==> src/rtl/apb_txn_sequencer_if.sv <==
// apb_txn_sequencer_if
//   Bundles the three channels of the APB transaction sequencer:
//     cmd_*  : command push channel (valid/ready) into the command FIFO
//     m_p*   : APB requester bus towards the completer
//     rsp_*  : response channel (valid/ready) carrying completion records
//   Modports:
//     master : the sequencer side (accepts commands, drives APB, returns responses)
//     slave  : the user/completer side (pushes commands, answers APB, takes responses)
interface apb_txn_sequencer_if #(
  parameter int ADDR_WIDTH = 32,
  parameter int DATA_WIDTH = 32,
  parameter int LAT_WIDTH  = 16
);
  logic                  cmd_valid;
  logic                  cmd_ready;
  logic                  cmd_write;
  logic [ADDR_WIDTH-1:0] cmd_addr;
  logic [DATA_WIDTH-1:0] cmd_wdata;

  logic                  m_psel;
  logic                  m_penable;
  logic                  m_pwrite;
  logic [ADDR_WIDTH-1:0] m_paddr;
  logic [DATA_WIDTH-1:0] m_pwdata;
  logic [DATA_WIDTH-1:0] m_prdata;
  logic                  m_pready;
  logic                  m_pslverr;

  logic                  rsp_valid;
  logic                  rsp_ready;
  logic                  rsp_write;
  logic [DATA_WIDTH-1:0] rsp_rdata;
  logic                  rsp_err;
  logic                  rsp_timeout;
  logic [LAT_WIDTH-1:0]  rsp_latency;

  modport master (
    input  cmd_valid, cmd_write, cmd_addr, cmd_wdata,
    output cmd_ready,
    output m_psel, m_penable, m_pwrite, m_paddr, m_pwdata,
    input  m_prdata, m_pready, m_pslverr,
    output rsp_valid, rsp_write, rsp_rdata, rsp_err, rsp_timeout, rsp_latency,
    input  rsp_ready
  );

  modport slave (
    output cmd_valid, cmd_write, cmd_addr, cmd_wdata,
    input  cmd_ready,
    input  m_psel, m_penable, m_pwrite, m_paddr, m_pwdata,
    output m_prdata, m_pready, m_pslverr,
    input  rsp_valid, rsp_write, rsp_rdata, rsp_err, rsp_timeout, rsp_latency,
    output rsp_ready
  );
endinterface

==> src/rtl/apb_txn_sequencer.sv <==
// apb_txn_sequencer
//   Queued APB requester. Commands are pushed into a FIFO and issued one at a
//   time as APB SETUP/ACCESS transfers; every completion (normal or timeout)
//   produces a response record with read data, error, timeout flag and the
//   latency measured from SETUP to completion. Running statistics are kept.
// Ports:
//   pclk, preset_n   : clock, asynchronous active-low reset
//   bus (master)     : cmd_* push channel, m_p* APB bus, rsp_* response channel
//   fifo_level       : commands queued, not counting the one in flight
//   busy             : transfer machine active or commands pending
//   stat_clear       : synchronous clear of the statistics
//   stat_*           : completion count, error count, timeout count,
//                      min/max latency of non-timeout transfers
module apb_txn_sequencer #(
  parameter int ADDR_WIDTH     = 32,
  parameter int DATA_WIDTH     = 32,
  parameter int FIFO_DEPTH     = 16,
  parameter int LAT_WIDTH      = 16,
  parameter int TIMEOUT_CYCLES = 1024
) (
  input  logic                         pclk,
  input  logic                         preset_n,
  apb_txn_sequencer_if.master          bus,
  output logic [$clog2(FIFO_DEPTH):0]  fifo_level,
  output logic                         busy,
  input  logic                         stat_clear,
  output logic [LAT_WIDTH-1:0]         stat_count,
  output logic [LAT_WIDTH-1:0]         stat_errors,
  output logic [LAT_WIDTH-1:0]         stat_timeouts,
  output logic [LAT_WIDTH-1:0]         stat_lat_min,
  output logic [LAT_WIDTH-1:0]         stat_lat_max
);
  localparam int PTR_W  = $clog2(FIFO_DEPTH);
  // One extra value of headroom so TIMEOUT_CYCLES=1 still gets a 1-bit counter
  localparam int WAIT_W = $clog2(TIMEOUT_CYCLES + 1);
  localparam logic [WAIT_W-1:0]    WAIT_LAST = WAIT_W'(TIMEOUT_CYCLES - 1);
  localparam logic [LAT_WIDTH-1:0] LAT_ONES  = '1;
  localparam int ENTRY_W = 1 + ADDR_WIDTH + DATA_WIDTH;

  typedef enum logic [1:0] {IDLE, SETUP, ACCESS, RESP} state_t;

  state_t               state;
  logic [ENTRY_W-1:0]   fifo_mem [FIFO_DEPTH];
  logic [ENTRY_W-1:0]   head;
  logic [PTR_W-1:0]     wr_ptr;
  logic [PTR_W-1:0]     rd_ptr;
  logic [PTR_W:0]       level;
  logic                 fifo_empty;
  logic                 fifo_full;
  logic                 push;
  logic                 pop;
  logic [LAT_WIDTH-1:0] lat_cnt;
  logic [LAT_WIDTH-1:0] lat_inc;
  logic [WAIT_W-1:0]    wait_cnt;
  logic                 done;
  logic [LAT_WIDTH-1:0] cnt_nxt, err_nxt, tmo_nxt, min_nxt, max_nxt;

  function automatic logic [LAT_WIDTH-1:0] sat_inc(input logic [LAT_WIDTH-1:0] v);
    return (v == LAT_ONES) ? v : v + LAT_WIDTH'(1);
  endfunction

  assign fifo_empty    = (level == '0);
  assign fifo_full     = (level == (PTR_W+1)'(FIFO_DEPTH));
  assign bus.cmd_ready = !fifo_full;
  assign push          = bus.cmd_valid && !fifo_full;
  // A new command is taken from IDLE, or straight from RESP once the response is accepted
  assign pop           = !fifo_empty && ((state == IDLE) || ((state == RESP) && bus.rsp_ready));
  assign head          = fifo_mem[rd_ptr];
  assign fifo_level    = level;
  assign busy          = (state != IDLE) || !fifo_empty;
  assign lat_inc       = sat_inc(lat_cnt);
  assign done          = (state == ACCESS) && (bus.m_pready || (wait_cnt == WAIT_LAST));

  always_ff @(posedge pclk) begin
    if (push) begin
      fifo_mem[wr_ptr] <= {bus.cmd_write, bus.cmd_addr, bus.cmd_wdata};
    end
  end

  always_ff @(posedge pclk or negedge preset_n) begin
    if (!preset_n) begin
      wr_ptr <= '0;
      rd_ptr <= '0;
      level  <= '0;
    end else begin
      if (push) wr_ptr <= wr_ptr + PTR_W'(1);
      if (pop)  rd_ptr <= rd_ptr + PTR_W'(1);
      case ({push, pop})
        2'b10:   level <= level + (PTR_W+1)'(1);
        2'b01:   level <= level - (PTR_W+1)'(1);
        default: level <= level;
      endcase
    end
  end

  // Transfer machine; issuing a popped command overrides the per-state
  // next-state so RESP can chain directly into SETUP.
  always_ff @(posedge pclk or negedge preset_n) begin
    if (!preset_n) begin
      state           <= IDLE;
      bus.m_psel      <= 1'b0;
      bus.m_penable   <= 1'b0;
      bus.m_pwrite    <= 1'b0;
      bus.m_paddr     <= '0;
      bus.m_pwdata    <= '0;
      bus.rsp_valid   <= 1'b0;
      bus.rsp_write   <= 1'b0;
      bus.rsp_rdata   <= '0;
      bus.rsp_err     <= 1'b0;
      bus.rsp_timeout <= 1'b0;
      bus.rsp_latency <= '0;
      lat_cnt         <= '0;
      wait_cnt        <= '0;
    end else begin
      case (state)
        IDLE: ;
        SETUP: begin
          bus.m_penable <= 1'b1;
          lat_cnt       <= lat_inc;
          state         <= ACCESS;
        end
        ACCESS: begin
          if (done) begin
            // pready takes priority over an expiring timeout
            bus.m_psel      <= 1'b0;
            bus.m_penable   <= 1'b0;
            bus.rsp_valid   <= 1'b1;
            bus.rsp_write   <= bus.m_pwrite;
            bus.rsp_latency <= lat_cnt;
            bus.rsp_timeout <= !bus.m_pready;
            bus.rsp_err     <= bus.m_pready && bus.m_pslverr;
            bus.rsp_rdata   <= (bus.m_pready && !bus.m_pwrite) ? bus.m_prdata : '0;
            state           <= RESP;
          end else begin
            lat_cnt  <= lat_inc;
            wait_cnt <= wait_cnt + WAIT_W'(1);
          end
        end
        RESP: begin
          if (bus.rsp_ready) begin
            bus.rsp_valid <= 1'b0;
            state         <= IDLE;
          end
        end
        default: state <= IDLE;
      endcase
      if (pop) begin
        {bus.m_pwrite, bus.m_paddr, bus.m_pwdata} <= head;
        bus.m_psel <= 1'b1;
        lat_cnt    <= LAT_WIDTH'(1);
        wait_cnt   <= '0;
        state      <= SETUP;
      end
    end
  end

  // A clear coinciding with a completion starts from the cleared values,
  // so the statistics then describe only that completion.
  always_comb begin
    cnt_nxt = stat_clear ? '0 : stat_count;
    err_nxt = stat_clear ? '0 : stat_errors;
    tmo_nxt = stat_clear ? '0 : stat_timeouts;
    min_nxt = stat_clear ? LAT_ONES : stat_lat_min;
    max_nxt = stat_clear ? '0 : stat_lat_max;
    if (done) begin
      cnt_nxt = sat_inc(cnt_nxt);
      if (bus.m_pready && bus.m_pslverr) err_nxt = sat_inc(err_nxt);
      if (!bus.m_pready) begin
        tmo_nxt = sat_inc(tmo_nxt);
      end else begin
        if (lat_cnt < min_nxt) min_nxt = lat_cnt;
        if (lat_cnt > max_nxt) max_nxt = lat_cnt;
      end
    end
  end

  always_ff @(posedge pclk or negedge preset_n) begin
    if (!preset_n) begin
      stat_count    <= '0;
      stat_errors   <= '0;
      stat_timeouts <= '0;
      stat_lat_min  <= LAT_ONES;
      stat_lat_max  <= '0;
    end else begin
      stat_count    <= cnt_nxt;
      stat_errors   <= err_nxt;
      stat_timeouts <= tmo_nxt;
      stat_lat_min  <= min_nxt;
      stat_lat_max  <= max_nxt;
    end
  end
endmodule

==> src/flat_wrapper.sv <==
// flat-port wrapper written by rule: the top's interface ports become plain ports
module apb_txn_sequencer_flat 
#(
  parameter int ADDR_WIDTH     = 32,
  parameter int DATA_WIDTH     = 32,
  parameter int FIFO_DEPTH     = 16,
  parameter int LAT_WIDTH      = 16,
  parameter int TIMEOUT_CYCLES = 1024
)
  (pclk, preset_n, fifo_level, busy, stat_clear, stat_count, stat_errors, stat_timeouts, stat_lat_min, stat_lat_max, bus_cmd_valid, bus_cmd_write, bus_cmd_addr, bus_cmd_wdata, bus_cmd_ready, bus_m_psel, bus_m_penable, bus_m_pwrite, bus_m_paddr, bus_m_pwdata, bus_m_prdata, bus_m_pready, bus_m_pslverr, bus_rsp_valid, bus_rsp_write, bus_rsp_rdata, bus_rsp_err, bus_rsp_timeout, bus_rsp_latency, bus_rsp_ready);
  apb_txn_sequencer_if #(.ADDR_WIDTH(ADDR_WIDTH), .DATA_WIDTH(DATA_WIDTH), .LAT_WIDTH(LAT_WIDTH)) bus_i ();
  input  logic pclk;
  input  logic preset_n;
  output logic [$clog2(FIFO_DEPTH):0] fifo_level;
  output logic busy;
  input  logic stat_clear;
  output logic [LAT_WIDTH-1:0] stat_count;
  output logic [LAT_WIDTH-1:0] stat_errors;
  output logic [LAT_WIDTH-1:0] stat_timeouts;
  output logic [LAT_WIDTH-1:0] stat_lat_min;
  output logic [LAT_WIDTH-1:0] stat_lat_max;
  input wire logic [$bits(bus_i.cmd_valid)-1:0] bus_cmd_valid;
  input wire logic [$bits(bus_i.cmd_write)-1:0] bus_cmd_write;
  input wire logic [$bits(bus_i.cmd_addr)-1:0] bus_cmd_addr;
  input wire logic [$bits(bus_i.cmd_wdata)-1:0] bus_cmd_wdata;
  output wire logic [$bits(bus_i.cmd_ready)-1:0] bus_cmd_ready;
  output wire logic [$bits(bus_i.m_psel)-1:0] bus_m_psel;
  output wire logic [$bits(bus_i.m_penable)-1:0] bus_m_penable;
  output wire logic [$bits(bus_i.m_pwrite)-1:0] bus_m_pwrite;
  output wire logic [$bits(bus_i.m_paddr)-1:0] bus_m_paddr;
  output wire logic [$bits(bus_i.m_pwdata)-1:0] bus_m_pwdata;
  input wire logic [$bits(bus_i.m_prdata)-1:0] bus_m_prdata;
  input wire logic [$bits(bus_i.m_pready)-1:0] bus_m_pready;
  input wire logic [$bits(bus_i.m_pslverr)-1:0] bus_m_pslverr;
  output wire logic [$bits(bus_i.rsp_valid)-1:0] bus_rsp_valid;
  output wire logic [$bits(bus_i.rsp_write)-1:0] bus_rsp_write;
  output wire logic [$bits(bus_i.rsp_rdata)-1:0] bus_rsp_rdata;
  output wire logic [$bits(bus_i.rsp_err)-1:0] bus_rsp_err;
  output wire logic [$bits(bus_i.rsp_timeout)-1:0] bus_rsp_timeout;
  output wire logic [$bits(bus_i.rsp_latency)-1:0] bus_rsp_latency;
  input wire logic [$bits(bus_i.rsp_ready)-1:0] bus_rsp_ready;
  assign bus_i.cmd_valid = bus_cmd_valid;
  assign bus_i.cmd_write = bus_cmd_write;
  assign bus_i.cmd_addr = bus_cmd_addr;
  assign bus_i.cmd_wdata = bus_cmd_wdata;
  assign bus_cmd_ready = bus_i.cmd_ready;
  assign bus_m_psel = bus_i.m_psel;
  assign bus_m_penable = bus_i.m_penable;
  assign bus_m_pwrite = bus_i.m_pwrite;
  assign bus_m_paddr = bus_i.m_paddr;
  assign bus_m_pwdata = bus_i.m_pwdata;
  assign bus_i.m_prdata = bus_m_prdata;
  assign bus_i.m_pready = bus_m_pready;
  assign bus_i.m_pslverr = bus_m_pslverr;
  assign bus_rsp_valid = bus_i.rsp_valid;
  assign bus_rsp_write = bus_i.rsp_write;
  assign bus_rsp_rdata = bus_i.rsp_rdata;
  assign bus_rsp_err = bus_i.rsp_err;
  assign bus_rsp_timeout = bus_i.rsp_timeout;
  assign bus_rsp_latency = bus_i.rsp_latency;
  assign bus_i.rsp_ready = bus_rsp_ready;
  apb_txn_sequencer #(.ADDR_WIDTH(ADDR_WIDTH), .DATA_WIDTH(DATA_WIDTH), .FIFO_DEPTH(FIFO_DEPTH), .LAT_WIDTH(LAT_WIDTH), .TIMEOUT_CYCLES(TIMEOUT_CYCLES)) u_core (.pclk(pclk), .preset_n(preset_n), .bus(bus_i), .fifo_level(fifo_level), .busy(busy), .stat_clear(stat_clear), .stat_count(stat_count), .stat_errors(stat_errors), .stat_timeouts(stat_timeouts), .stat_lat_min(stat_lat_min), .stat_lat_max(stat_lat_max));
endmodule
==> config.mk <==
export PLATFORM = sky130hd
export DESIGN_NAME = apb_txn_sequencer_flat
export DESIGN_NICKNAME = d
export VERILOG_FILES = /design/src/rtl/apb_txn_sequencer_if.sv /design/src/rtl/apb_txn_sequencer.sv /design/src/flat_wrapper.sv
export SDC_FILE = /design/constraint.sdc
export NUM_CORES = 2
export LEC_CHECK = 0
export CELL_PAD_IN_SITES_DETAIL_PLACEMENT = 1
export CELL_PAD_IN_SITES_GLOBAL_PLACEMENT = 1
export CORE_UTILIZATION = 50
export DETAILED_ROUTE_END_ITERATION = 10
export PLACE_DENSITY = 0.88
export SETUP_SLACK_MARGIN = 0.1
export SYNTH_ARGS = -nofsm -noshare
export SYNTH_HDL_FRONTEND = slang
export SYNTH_SLANG_ARGS = --single-unit
==> constraint.sdc <==
create_clock -name pclk -period 9.5 [get_ports pclk]
set_input_delay 2.375 -clock pclk [delete_from_list [all_inputs] [get_ports pclk]]
set_output_delay 2.375 -clock pclk [all_outputs]
set_load 0.03 [all_outputs]
==> results.py <==
metrics = {
    "run_status": {
        "run_status": "finished, final reports clean",
    },
    "floorplanning": {
        "die_h_um": 322,
        "placeableCoreArea_um2": 102000,
        "placement_rows": 117,
        "effective_utilization_at_floorplan_pct": 50.4,
        "floorplan.io_pins": 310,
        "die_width_um": 322,
        "full_die_area_um2": 104000,
    },
    "min_path": {
        "hold_path_depth": 2,
        "worst_hold_path.endpoint": "u_core.bus.rsp_latency[15]",
        "hp-start": "u_core.bus.rsp_latency[15]",
        "min-delay-path-class": "reg2reg",
    },
    "logic_synthesis": {
        "ys.flop_type": "sky130_fd_sc_hd__edfxtp_1",
        "synth_sequential_area_ratio_pct": 72.8,
        "post_synthesis_cells": 2869,
        "average_cell_area_after_synthesis_um2": 17.9,
        "synth_area_um2": 51200,
        "synth_edf_count": 1040,
        "yosys.area.top_type": "sky130_fd_sc_hd__edfxtp_1",
        "post_synthesis_net_count": 3025,
        "synthDominantCellAreaShare_pct": 60.9,
        "synthArstFlopShare_pct": 18.8,
        "synth.cells.most_frequent": "sky130_fd_sc_hd__edfxtp_1 (1040), sky130_fd_sc_hd__mux4_2 (234), sky130_fd_sc_hd__dfrtp_1 (225), sky130_fd_sc_hd__nand2_1 (212), sky130_fd_sc_hd__mux2i_1 (136)",
        "yosysWarningCount": 0,
        "synth.top_cells.by_area": "sky130_fd_sc_hd__edfxtp_1 (61%), sky130_fd_sc_hd__dfrtp_1 (11%), sky130_fd_sc_hd__mux4_2 (10%)",
        "post-synth-top-count-cell": "sky130_fd_sc_hd__edfxtp_1",
        "netlist-cell-type-count": 68,
        "seq_cells_post_synth": 1281,
    },
    "clocking": {
        "clkSinkCount": 1281,
        "resized_cells_post_cts": 0,
        "clk_pin_slew_ns": 0.06,
        "cts_buffer_depth": 3,
        "clock_insertion_delay_worst_skew_ns": 0.77,
        "cts_inserted_buffers": 133,
        "cts_root_buffer": "sky130_fd_sc_hd__clkbuf_16",
        "postCtsSetupRepairBufs": 0,
        "cts_tree": "yes",
        "cts.htree.levels": 4,
        "cts-hold-fix-buffers": 0,
    },
    "timing": {
        "final.period_utilization_pct": 55.2,
        "grt_setup_unrepaired": "false",
        "hold_viol_final": 0,
        "final_slew_viol_count": 0,
        "timing.fmax_mhz": 191,
        "actual_transition_at_the_worst_max_transition_pin_ns": 1.24,
        "relSlewSlack_pct": 17.1,
        "finalClockSkew_ns": 0.0489,
        "tns_ns": 0,
        "setup_viol": 0,
        "period_needed_ns": 5.24,
    },
    "placed_design": {
        "finalWeightedCongestion": 0.831,
        "buffer_ports.inserted": 309,
        "dp_cells": 4439,
        "place_hpwl_mm": 76.3,
    },
    "critical_path": {
        "worst_r2r_start": "u_core.rd_ptr[0]",
        "cpMaxStageDelayCell": "sky130_fd_sc_hd__o31ai_4",
        "cp-start-kind": "input port",
        "crit_family": "compound AO/OA/AOI/OAI gates",
        "worst_path_largest_cell_delay_ns": 0.97,
        "end_kind": "register",
        "crit_type": "in2reg",
        "worst-endpoint-arrival_ns": 5.88,
        "logic_depth_of_the_worst_register_to_register_path": 5,
        "crit_path_cell_trace": "buf_2 > buf_4 > nand2b_1 > ha_1 > a21o_1 > a21oi_1 > o211ai_1 > o31ai_4 > mux2_2",
        "timing.rr.end": "u_core.bus.m_paddr[9]",
        "timing.reg2reg.setup_slack_ns": 5.51,
        "worst-path-max-fanout": 69,
        "worst-endpoint-required_ns": 10.14,
        "timing.critical_path.buf_inv": 2,
    },
    "pwr": {
        "power.share.sequential_pct": 40.4,
        "total_switching_power_mw": 6.04,
        "leakage_nw": 20.7,
        "pwr_density_cell_nw_per_um2": 302,
        "cell_internal_pwr_mw": 12.2,
        "comb_power_share_pct": 30.5,
        "post-layout-total-power_mw": 18.2,
        "net_switching_share_of_the_total_power_pct": 33.2,
        "p_clk_share_pct": 29.1,
        "irDropWorstVdd_mv": 0.249,
    },
    "finish": {
        "layout-drive-gt1-share_pct": 17.8,
        "multi_input_area_um2": 13300,
        "final_cell_count_no_fill": 4685,
        "final_net_count": 3362,
        "sequential_cell_area_um2": 37300,
        "synthToLayoutAreaGrowth_pct": 17.7,
        "fillers": 8847,
    },
    "detailed_routing": {
        "initial_drc_count": 2905,
        "count_of_nets_left_with_antenna_violations_after_detail_routing": 0,
        "wl_per_cell_um": 30.6,
        "detail_route.drc_violations": 0,
        "drt_wl_total_mm": 143,
        "routed-via-count": 29400,
        "drt-pass1-iter-count": 5,
        "routed_via_density": 6.27,
    },
    "global_route": {
        "globalRouteOverflowTotal": 0,
        "grt_antenna_before_repair": 9,
        "grt_max_degree": 140,
        "grt_pass1_wl_mm": 211,
        "track_usage_pct": 27.9,
        "vias_in_the_first_global_route": 31000,
    },
    "job": {
        "maxCapViolCount": 0,
    },
}
==> routing by layer <==
layer | track usage, % | vias to the layer above | share of wire (%)
met2 | 47.1 | 1556 | 51
li1 | - | 12100 | -
met3 | 5.56 | 286 | 7.7
met4 | 10.8 | 10 | 3.2
met1 | 35.6 | 15400 | 38
met5 | 0 | - | 0.050
==> final cells by class <==
type | instances | area share, %
diodes | 5 | 0.0207
clock buffers | 174 | 6.05
inverters | 34 | 0.212
flip-flops and latches | 1281 | 61.8
multi-input cells | 1397 | 22.1
clock inverters | 67 | 1.16
repair buffers | 359 | 5.81
well taps | 1368 | 2.84
==> how the worst max path moves through the flow <==
stage | depth (start not counted) | end | from
after floorplan | 4 | u_core.fifo_mem[3][0] | bus_cmd_valid
after global placement | 9 | u_core.stat_lat_max[0] | stat_clear
after detailed placement | 9 | u_core.stat_lat_max[0] | stat_clear
after CTS | 9 | u_core.stat_lat_max[0] | stat_clear
after global routing | 9 | u_core.stat_lat_min[11] | stat_clear
final | 9 | u_core.stat_lat_max[0] | stat_clear
==> cell families (layout without fill, tap and decap cells) <==
group / after synthesis / in the layout / synth area share [%]
DFF: 1281 / 1281 / 72.8
buffers and inverters: 191 / 634 / 1.53
AOI/OAI and AO/OA: 312 / 312 / 4.24
muxes: 421 / 421 / 14.1
other: 0 / 5 / 0
and+or+nand+nor: 568 / 568 / 5.37
adders and majority gates: 52 / 52 / 1.28
xor gates and xnor gates: 44 / 44 / 0.752
==> through the flow <==
step | utilization [%] | worst slack, ns | cell area, um2 | hold slack (ns)
after global placement | 55.0 | 3.60 | 56000 | 0.463
after detailed placement | 55.0 | 3.50 | 56000 | 0.469
after floorplan | - | 1.59 | 51200 | 0.517
final | 59.3 | 4.26 | 60300 | 0.478
after global routing | 59.3 | 4.12 | 60300 | 0.506
after CTS | 59.3 | 4.32 | 60300 | 0.481
==> power groups by stage <==
stage | Clock, mW | Sequential, mW | Combinational, mW
2_1_floorplan | 0 | 7.73 | 3.16
3_3_place_gp | 0 | 7.38 | 5.22
3_5_place_dp | 0 | 7.43 | 5.43
4_1_cts | 5.37 | 7.36 | 5.60
5_1_grt | 5.53 | 7.41 | 5.86
6_report | 5.31 | 7.36 | 5.56
==> layout by cell type (no fill, tap or decap), drive strengths merged, types with 31 or more instances in the layout <==
cell           synthesis  routed
edfxtp              1040    1040
clkdlybuf4s50          0     307
mux4                 234     234
dfrtp                225     225
nand2                212     212
clkbuf                86     174
mux2i                136     136
nor2                 109     109
o21ai                 98      98
nor2b                 52      52
buf                   71      52
ha                    51      51
mux2                  51      51
nand3                 50      50
inv                   34      43
clkinv                 0      43
a221o                 39      39
xnor2                 37      37
a21oi                 32      32
o31ai                 31      31
==> worst register-to-register path: stages (launching register included) <==
cell,delay [ns]
sky130_fd_sc_hd__dfrtp_4,0.82
sky130_fd_sc_hd__buf_4,0.91
sky130_fd_sc_hd__buf_4,0.77
sky130_fd_sc_hd__mux4_2,0.65
sky130_fd_sc_hd__mux2_2,0.35
sky130_fd_sc_hd__a221o_1,0.36
==> state kept, by name, indices dropped and copies added, names as in the netlist, 4 cells and up <==
signal and cells:
u_core.stat_errors 16, u_core.bus.rsp_latency 16, u_core.bus.m_pwdata 32, u_core.stat_lat_max 16, u_core.stat_count 16, u_core.fifo_mem 1040
u_core.fifo_level 5, u_core.rd_ptr 4, u_core.wait_cnt 11, u_core.bus.m_paddr 32, u_core.stat_timeouts 16, u_core.bus.rsp_rdata 32
u_core.wr_ptr 4, u_core.lat_cnt 16, u_core.stat_lat_min 16
(Power assumes the default switching activity.)
